[config.mk]
export PLATFORM = sky130hd
export DESIGN_NAME = wm_cycle_controller
export DESIGN_NICKNAME = d
export VERILOG_FILES = /design/src/rtl/wm_pkg.sv /design/src/rtl/wm_phase_timer.sv /design/src/rtl/wm_cycle_controller.sv
export SDC_FILE = /design/constraint.sdc
export NUM_CORES = 1
export LEC_CHECK = 0
export ABC_CLOCK_PERIOD_IN_PS = 3100
export BUFFER_PORTS_ARGS = -buffer_cell sky130_fd_sc_hd__buf_2
export CAP_MARGIN = 20
export CORE_ASPECT_RATIO = 0.75
export CORE_UTILIZATION = 50
export DETAILED_ROUTE_END_ITERATION = 10
export HOLD_SLACK_MARGIN = 0.1
export PLACE_DENSITY = 0.7
export SETUP_SLACK_MARGIN = 0.3
export SLEW_MARGIN = 10
export SYNTH_ARGS = -nofsm -noshare
export SYNTH_HDL_FRONTEND = slang
export SYNTH_SLANG_ARGS = --single-unit
[constraint.sdc]
create_clock -name clock -period 3.1 [get_ports clock]
set_clock_uncertainty 0.05 [all_clocks]
set_input_delay 0.62 -clock clock [delete_from_list [all_inputs] [get_ports clock]]
set_output_delay 0.62 -clock clock [all_outputs]
set_load 0.01 [all_outputs]
[src/rtl/wm_pkg.sv]
// Shared types for the washing-machine programme controller.
// - wm_state_e: 4-bit state codes. They also drive the phase status output, so
//   the numbering is fixed for display logic.
// - PHASE_W: width of the phase status field.
// - limit_ok(): checks that a cycle-count parameter fits the timer.
package wm_pkg;

  typedef enum logic [3:0] {
    ST_IDLE  = 4'd0,
    ST_READY = 4'd1,
    ST_FILL  = 4'd2,
    ST_HEAT  = 4'd3,
    ST_SOAK  = 4'd4,
    ST_WASH  = 4'd5,
    ST_RINSE = 4'd6,
    ST_SPIN  = 4'd7,
    ST_FAULT = 4'd8
  } wm_state_e;

  localparam int PHASE_W = 4;

  // Timed phases: these are the phases that the lid can freeze.
  function automatic logic is_timed(input wm_state_e s);
    return (s == ST_SOAK) || (s == ST_WASH) || (s == ST_RINSE) || (s == ST_SPIN);
  endfunction

  // The count n must be at least 1, and the terminal value n-1 must fit in w bits.
  function automatic bit limit_ok(input int n, input int w);
    return (n >= 1) && (((n - 1) >> w) == 0);
  endfunction

endpackage

[src/rtl/wm_phase_timer.sv]
// Phase / timeout counter.
// - clock, reset_n: clock and asynchronous active-low reset.
// - clear: forces the count back to 0. This takes priority over enable.
// - en: counts one step per cycle. It is deasserted while the controller is paused.
// - limit: terminal value of the current phase.
// - tc: high when the count equals limit.
// The counter stops at the limit, so it can never wrap.
module wm_phase_timer #(
  parameter int W = 16
) (
  input  logic         clock,
  input  logic         reset_n,
  input  logic         clear,
  input  logic         en,
  input  logic [W-1:0] limit,
  output logic         tc
);

  logic [W-1:0] count;

  assign tc = (count == limit);

  always_ff @(posedge clock or negedge reset_n) begin
    if (!reset_n)       count <= '0;
    else if (clear)     count <= '0;
    else if (en && !tc) count <= count + 1'b1;
  end

endmodule

[src/rtl/wm_cycle_controller.sv]
// Washing-machine programme controller.
// Programme sequence: IDLE -> READY -> FILL -> HEAT -> SOAK -> WASH ->
// RINSE x RINSE_COUNT -> SPIN -> IDLE.
// Additional behaviour:
// - FILL and HEAT time out to FAULT.
// - An open lid pauses the timed phases.
// - cancel drains the machine through SPIN.
// - cancel refunds the coin from READY and from FAULT.
// Ports:
// - Inputs: lid, coin, cancel, fill_water, heat_water, wash. These come from
//   the panel and the sensors.
// - Status outputs: idle, ready, paused, fault, phase, rinse_index.
// - Actuator outputs: soak_operation, wash_operation, rinse_operation,
//   spin_operation, water_intake, heater_on.
// - coin_return: a registered one-cycle refund pulse.
import wm_pkg::*;

module wm_cycle_controller #(
  parameter int TIMER_WIDTH  = 16,
  parameter int SOAK_CYCLES  = 100,
  parameter int WASH_CYCLES  = 200,
  parameter int RINSE_CYCLES = 150,
  parameter int SPIN_CYCLES  = 120,
  parameter int RINSE_COUNT  = 2,
  parameter int FILL_TIMEOUT = 500,
  parameter int HEAT_TIMEOUT = 800
) (
  input  logic               clock,
  input  logic               reset_n,
  input  logic               lid,
  input  logic               coin,
  input  logic               cancel,
  input  logic               fill_water,
  input  logic               heat_water,
  input  logic               wash,
  output logic               idle,
  output logic               ready,
  output logic               soak_operation,
  output logic               wash_operation,
  output logic               rinse_operation,
  output logic               spin_operation,
  output logic               coin_return,
  output logic               water_intake,
  output logic               heater_on,
  output logic               paused,
  output logic               fault,
  output logic [PHASE_W-1:0] phase,
  output logic [3:0]         rinse_index
);

  if (!limit_ok(SOAK_CYCLES, TIMER_WIDTH) || !limit_ok(WASH_CYCLES, TIMER_WIDTH) ||
      !limit_ok(RINSE_CYCLES, TIMER_WIDTH) || !limit_ok(SPIN_CYCLES, TIMER_WIDTH) ||
      !limit_ok(FILL_TIMEOUT, TIMER_WIDTH) || !limit_ok(HEAT_TIMEOUT, TIMER_WIDTH) ||
      RINSE_COUNT < 1 || RINSE_COUNT > 15) begin : g_bad_param
    $error("wm_cycle_controller: cycle parameter out of range for TIMER_WIDTH");
  end

  localparam logic [TIMER_WIDTH-1:0] L_FILL  = TIMER_WIDTH'(FILL_TIMEOUT - 1);
  localparam logic [TIMER_WIDTH-1:0] L_HEAT  = TIMER_WIDTH'(HEAT_TIMEOUT - 1);
  localparam logic [TIMER_WIDTH-1:0] L_SOAK  = TIMER_WIDTH'(SOAK_CYCLES - 1);
  localparam logic [TIMER_WIDTH-1:0] L_WASH  = TIMER_WIDTH'(WASH_CYCLES - 1);
  localparam logic [TIMER_WIDTH-1:0] L_RINSE = TIMER_WIDTH'(RINSE_CYCLES - 1);
  localparam logic [TIMER_WIDTH-1:0] L_SPIN  = TIMER_WIDTH'(SPIN_CYCLES - 1);

  wm_state_e              state, state_nx;
  logic [TIMER_WIDTH-1:0] limit;
  logic                   tmr_en, tmr_clr, tc;
  logic                   restart, rinse_inc, rinse_clr, coin_ret_nx;

  wm_phase_timer #(.W(TIMER_WIDTH)) u_timer (
    .clock   (clock),
    .reset_n (reset_n),
    .clear   (tmr_clr),
    .en      (tmr_en),
    .limit   (limit),
    .tc      (tc)
  );

  always_ff @(posedge clock or negedge reset_n) begin
    if (!reset_n) begin
      state       <= ST_IDLE;
      rinse_index <= '0;
      coin_return <= 1'b0;
    end else begin
      state       <= state_nx;
      coin_return <= coin_ret_nx;
      if (rinse_clr)      rinse_index <= '0;
      else if (rinse_inc) rinse_index <= rinse_index + 4'd1;
    end
  end

  // In a timed phase, cancel is checked before the lid state, so a cancel
  // still takes effect while the phase is paused.
  always_comb begin
    state_nx    = state;
    limit       = '0;
    tmr_en      = 1'b0;
    restart     = 1'b0;
    rinse_inc   = 1'b0;
    rinse_clr   = 1'b0;
    coin_ret_nx = 1'b0;
    unique case (state)
      ST_IDLE:  if (coin) state_nx = ST_READY;
      ST_READY: begin
        if (cancel) begin
          state_nx    = ST_IDLE;
          coin_ret_nx = 1'b1;
        end else if (wash && lid) state_nx = ST_FILL;
      end
      ST_FILL: begin
        tmr_en = 1'b1;
        limit  = L_FILL;
        if (cancel)          state_nx = ST_SPIN;
        else if (fill_water) state_nx = ST_HEAT;
        else if (tc)         state_nx = ST_FAULT;
      end
      ST_HEAT: begin
        tmr_en = 1'b1;
        limit  = L_HEAT;
        if (cancel)          state_nx = ST_SPIN;
        else if (heat_water) state_nx = ST_SOAK;
        else if (tc)         state_nx = ST_FAULT;
      end
      ST_SOAK: begin
        tmr_en = lid;
        limit  = L_SOAK;
        if (cancel)         state_nx = ST_SPIN;
        else if (lid && tc) state_nx = ST_WASH;
      end
      ST_WASH: begin
        tmr_en = lid;
        limit  = L_WASH;
        if (cancel)         state_nx = ST_SPIN;
        else if (lid && tc) state_nx = ST_RINSE;
      end
      ST_RINSE: begin
        tmr_en = lid;
        limit  = L_RINSE;
        if (cancel) state_nx = ST_SPIN;
        else if (lid && tc) begin
          rinse_inc = 1'b1;
          if (({1'b0, rinse_index} + 5'd1) < 5'(RINSE_COUNT)) restart = 1'b1;
          else                                                state_nx = ST_SPIN;
        end
      end
      ST_SPIN: begin
        tmr_en = lid;
        limit  = L_SPIN;
        if (lid && tc) begin
          state_nx  = ST_IDLE;
          rinse_clr = 1'b1;
        end
      end
      ST_FAULT: begin
        if (cancel) begin
          state_nx    = ST_IDLE;
          coin_ret_nx = 1'b1;
        end
      end
      default: state_nx = ST_IDLE;
    endcase
    // A new rinse pass stays in the same state, so it needs its own timer restart.
    tmr_clr = (state_nx != state) || restart;
  end

  assign paused          = is_timed(state) && !lid;
  assign idle            = (state == ST_IDLE);
  assign ready           = (state == ST_READY);
  assign soak_operation  = (state == ST_SOAK)  && !paused;
  assign wash_operation  = (state == ST_WASH)  && !paused;
  assign rinse_operation = (state == ST_RINSE) && !paused;
  assign spin_operation  = (state == ST_SPIN)  && !paused;
  assign water_intake    = (state == ST_FILL) || rinse_operation;
  assign heater_on       = (state == ST_HEAT);
  assign fault           = (state == ST_FAULT);
  assign phase           = state;

endmodule

### Word-level counts from Yosys, hierarchy flattened

Cells that the tools add are included.

* bits in registers: 25
* bits of input ports: 8
* output and inout port bits: 19

* add/subtract/negate cells: 3
* order comparisons: 1
* equality and inequality tests: 10
* multiplexer cells: 34
* reductions and logical operators: 22

Operator list (number)
* $mux W4: 19
* $pmux W10 S6: 1
* $pmux W4 S9: 1
* $mux W16: 2
* $add A16 B1 Y16 const B: 1
* $eq A16 B10 Y1: 1
* $eq A4 B3 Y1 const B: 4
* $mux W1: 10
* $eq A4 B2 Y1 const B: 2
* $logic_and A1 B1 Y1: 8
* $add A4 B1 Y5 const B: 1
* $logic_or A1 B1 Y1: 5
* $lt A5 B2 Y1 const B: 1
* $add A4 B1 Y4 const B: 1
* $eq A4 B1 Y1 const B: 1
* $eq A4 B4 Y1 const B: 1
* $logic_not A4 Y1: 1
* $ne A4 B4 Y1: 1
* $reduce_bool A2 Y1: 2
* $reduce_or A2 Y1: 2
* $reduce_or A4 Y1: 1
* $logic_not A1 Y1: 3
* $pmux W1 S2: 1

### Logic depth before layout (Yosys ltp)

* depth after elaboration: 10
* depth in mapped cells: 12
* gate-level depth less buffers: 9

### By module

Synthesis repeated with hierarchy kept, for this count alone.

* cell total of the unflattened synthesis: 252
* area total of the unflattened synthesis: 2031.9 sq um

By module, submodules not included
* wm_phase_timer: times used 1, cells an instance 117, area each 1086.0 sq um, seq. area each 400.4 sq um
* wm_cycle_controller: times used 1, cells an instance 135, area each 945.9 sq um, seq. area each 225.2 sq um

### Worst setup path after synthesis

Ideal clock, no wire load.

* kind: flip-flop to flip-flop
* from: reg state[2] (netlist: phase[2])
* to: reg u_timer.count[10]
* data arrival time: 3124 ps
* slack: -219 ps
* cell stages (with the launch flop): 12
* path buffers: 2
* clock period less this slack: 3319 ps
* cells stage by stage: dfrtp_1 buf_6 or2_4 or4_1 o311a_1 a211oi_4 and3_1 mux2_2 a211o_1 mux2i_2 buf_6 nor3_2

* cells in the longest elaborated chain, start to end: 10
* elaborated cells between the ends (all ways): 42
* those cells by class: eq/ne: 10; mux: 24; reduce/logical: 8

Ends and longest elaborated chain
* start, declared: line wm_cycle_controller.sv:65 `wm_state_e state, state_nx;`
* start signal, assigned: line wm_cycle_controller.sv:85 `state <= state_nx;`
* $eq A4 B3 Y1 / $eq A4 B2 Y1 (equally long branches): line wm_cycle_controller.sv:102 `unique case (state)`
* $pmux W10 S6: line wm_cycle_controller.sv:102
* $eq A16 B10 Y1: line wm_phase_timer.sv:21 `assign tc = (count == limit);`
* $mux W4 / $logic_and A1 B1 Y1 (equally long branches)
* $mux W4 (on tied branches) (2 in a row)
* $pmux W4 S9: line wm_cycle_controller.sv:102
* $ne A4 B4 Y1: line wm_cycle_controller.sv:163 `tmr_clr = (state_nx != state) || restart;`
* $logic_or A1 B1 Y1: line wm_cycle_controller.sv:163
* $mux W16 / $reduce_bool A2 Y1 (equally long branches)
* end signal, assigned: line wm_phase_timer.sv:26 `else if (en && !tc) count <= count + 1'b1;`
* end, declared: line wm_phase_timer.sv:19 `logic [W-1:0] count;`

Parallel ways exist; a longest one is shown, timed or not.
A chain may end at the register's enable or synchronous reset.

### Final worst setup path

* from: reg state[2] (netlist: phase[2])
* to: reg u_timer.count[3]

The elaborated chain is that of the path after synthesis.

==> results.yml <==
worst_setup_path:
  r2r_slack_ps: -70
  arrival_ps: 3290
  crit_path_start_kind: "flop"
  slowest_delay_ps: 470
  timing.rr.end: "u_timer.count[3]"
  endpoint_kind: "flop"
  cpMaxStageDelayCell: "dfrtp_2"
  rr_startpoint: "phase[2]"
  timing_worst_setup_path_type: "reg2reg"
  reg2reg_depth: 11
  path_max_fanout: 14
  cp_cell_sequence: "or2_4 > or4_1 > o311a_1 > a211oi_4 > buf_4 > and3_4 > mux2_4 > a211o_1 > mux2i_4 > buf_12 > nor3_1"
  cp_data_required_time_ps: 3220
timing:
  min_period_over_period: 1.02
  tightest_slew_ps: 583
  slew_headroom: 0.611
  rsz0062_at_grt: "true"
  finalSetupTns_ps: -926
  finalWorstSetupSlack_ps: -69.9
  finalCriticalPeriod_ps: 3170
  finalHoldViolations: 0
  max_freq_mhz: 315
  finalSetupViolations: 16
  drv_slew: 0
synthesis:
  synth-edff-count: 0
  syn_inst: 248
  synth-seq-area-share: 0.300
  ys_ff_latch: 25
  synth_top_area_frac: 0.300
  synth_cell_types: 55
  syn_avg_cell_area_sq_um: 8.40
  ys.flop_type: "dfrtp_1"
  synth_area_sq_um: 2080
  syn_nets: 258
  synth.largest_area_cell: "dfrtp_1"
  yosys_warnings: 0
  synth_area_leaders: "dfrtp_1 30%, xnor2_1 5.0%, nor3_2 4.8%"
  async_flop_share: 1.00
die:
  die_h_um: 57.9
  rows: 19
  die_x_um: 76.5
  core_area_sq_um: 3830
  die_area_sq_um: 4430
  io_pins: 27
  initial_core_util: 0.544
cells_and_area:
  final_common_cell: "buf_4"
  final_cell_area_sq_um: 2850
  layout-drive-gt1-share: 0.398
  fin_cells: 371
  syn2layout_area_growth_pct: 36.7
  fin_nets: 330
  antenna_cells: 0
  layout_common_cells: "50 x buf_4, 26 x buf_2, 22 x nor2_1"
global_routing:
  first_global_vias: 1821
  grt_max_degree: 26
  overflow: 0
  antenna_found_initial: 0
  gr-usage-met1: 0.423
  use_met3: 0.0425
  met2_usage: 0.369
  track_usage: 0.270
  busiest_layer: "met1"
  grt_pass1_wl_um: 9190
route:
  avgViaCountPerCell: 5.69
  drtIter0Drc: 229
  drt-pass1-iter-count: 4
  avgRoutedWirePerCell_um: 15.8
  vias: 2112
  wl_um: 5870
  drc: 0
  ant_nets: 0
placed_design:
  post-place-ws_ps: -211
  dp_hpwl_um: 4000
  dp_cells: 350
  io_buffers: 26
  gp_congestion: 0.858
  placed_area_sq_um: 2540
clocking:
  clk_pin_slew_ps: 90
  cts_root_buf: "clkbuf_8"
  cts_made_buffers: 3
  cts_tree: "yes"
  clk_latency_ps: 280
  postCtsHoldBufs: 0
  clockBufferDepth: 2
  cts-htree-levels: 1
  cts.sinks: 25
power_and_ir_drop:
  p_leak_nw: 1.22
  total_power_mw: 2.10
  power.density_nw_per_um2: 736
  power.ir.vdd_worst_v: 0.000488
status:
  violations: "setup timing"
  status: "finished with violations"
worst_hold_path:
  min_path_type: "in2async"
job:
  drv_cap: 0
## critical path: cells and delay by family, from the launching register on
family          cells  cell delay [ps]
simple gates        4              910
compound gates      3              720
buf+inv             2              360
flops               1              470
mux                 2              520
## layer usage
layer	routed length, um	vias up
met3	390	7
met5	0	-
met1	2940	1002
li1	-	1037
met2	2480	66
met4	62	0
## what timing repair did
item / 4_1_cts / 5_1_grt
pin swaps: 4 / 5
gates resized for setup: 10 / 20
setup buffers: 11 / 6
endpoints found under the setup margin: 18 / 20
## synth_stat cells, types with 4 or more instances
| master | number |
|---|---|
| a21oi_1 | 11 |
| and2_1 | 6 |
| and3_1 | 8 |
| buf_2 | 4 |
| clkbuf_1 | 8 |
| dfrtp_1 | 25 |
| inv_1 | 5 |
| nand2_1 | 18 |
| nand2b_1 | 5 |
| nand3_1 | 12 |
| nand4_1 | 6 |
| nor2_1 | 22 |
| nor2b_1 | 9 |
| nor3_1 | 15 |
| nor3_2 | 10 |
| nor3b_1 | 6 |
| o21ai_0 | 11 |
| xnor2_1 | 12 |
| xor2_1 | 8 |
## area by class of cell
cell class	count	area (sq um)
clock buffers	3	41.3
clock inverters	1	8.76
fillers	281	980
inverters	5	22.5
multi-input cells	202	1490
flip-flops and latches	25	631
well taps	52	65.1
repair buffers	83	594
## cell families (layout without fill, tap and decap cells)
family          count (synthesis)  count (layout)  share of synthesized area
simple gates                  129             129                      0.356
buf+inv                        21              92                     0.0474
flops                          25              25                      0.300
fa+ha+maj                       2               2                     0.0120
mux                             3               3                     0.0168
compound gates                 48              48                      0.184
xor+xnor                       20              20                     0.0841
## power breakdown
group | internal, mW | total (mW) | leakage (nW) | switching [mW]
clock | 0.0946 | 0.211 | 0.0261 | 0.117
sequential | 0.356 | 0.401 | 0.334 | 0.0453
combinational | 0.727 | 1.48 | 0.864 | 0.758
total | 1.18 | 2.10 | 1.22 | 0.920
## state kept, by name, indices dropped and copies added (netlist names)
name and flops:
rinse_index 4, u_timer.count 16, coin_return 1, phase 4
## stage by stage
step | utilization | hold slack [ps]
2_1_floorplan | - | 274
3_3_place_gp | 0.664 | 475
3_5_place_dp | 0.664 | 492
4_1_cts | 0.707 | 295
5_1_grt | 0.744 | 313
6_report | 0.744 | 274
## worst max-delay path by stage
| stage | depth (start not counted) | startpoint | to | slack [ps] |
|---|---|---|---|---|
| floorplan | 11 | phase[2] | u_timer.count[10] | -20 |
| global placement | 11 | phase[2] | u_timer.count[1] | -70 |
| detailed placement | 11 | phase[2] | u_timer.count[0] | -210 |
| CTS | 12 | phase[2] | u_timer.count[15] | -20 |
| global route | 11 | phase[2] | u_timer.count[6] | -150 |
| finish | 11 | phase[2] | u_timer.count[3] | -70 |
Power figures use the tool's default switching activity.
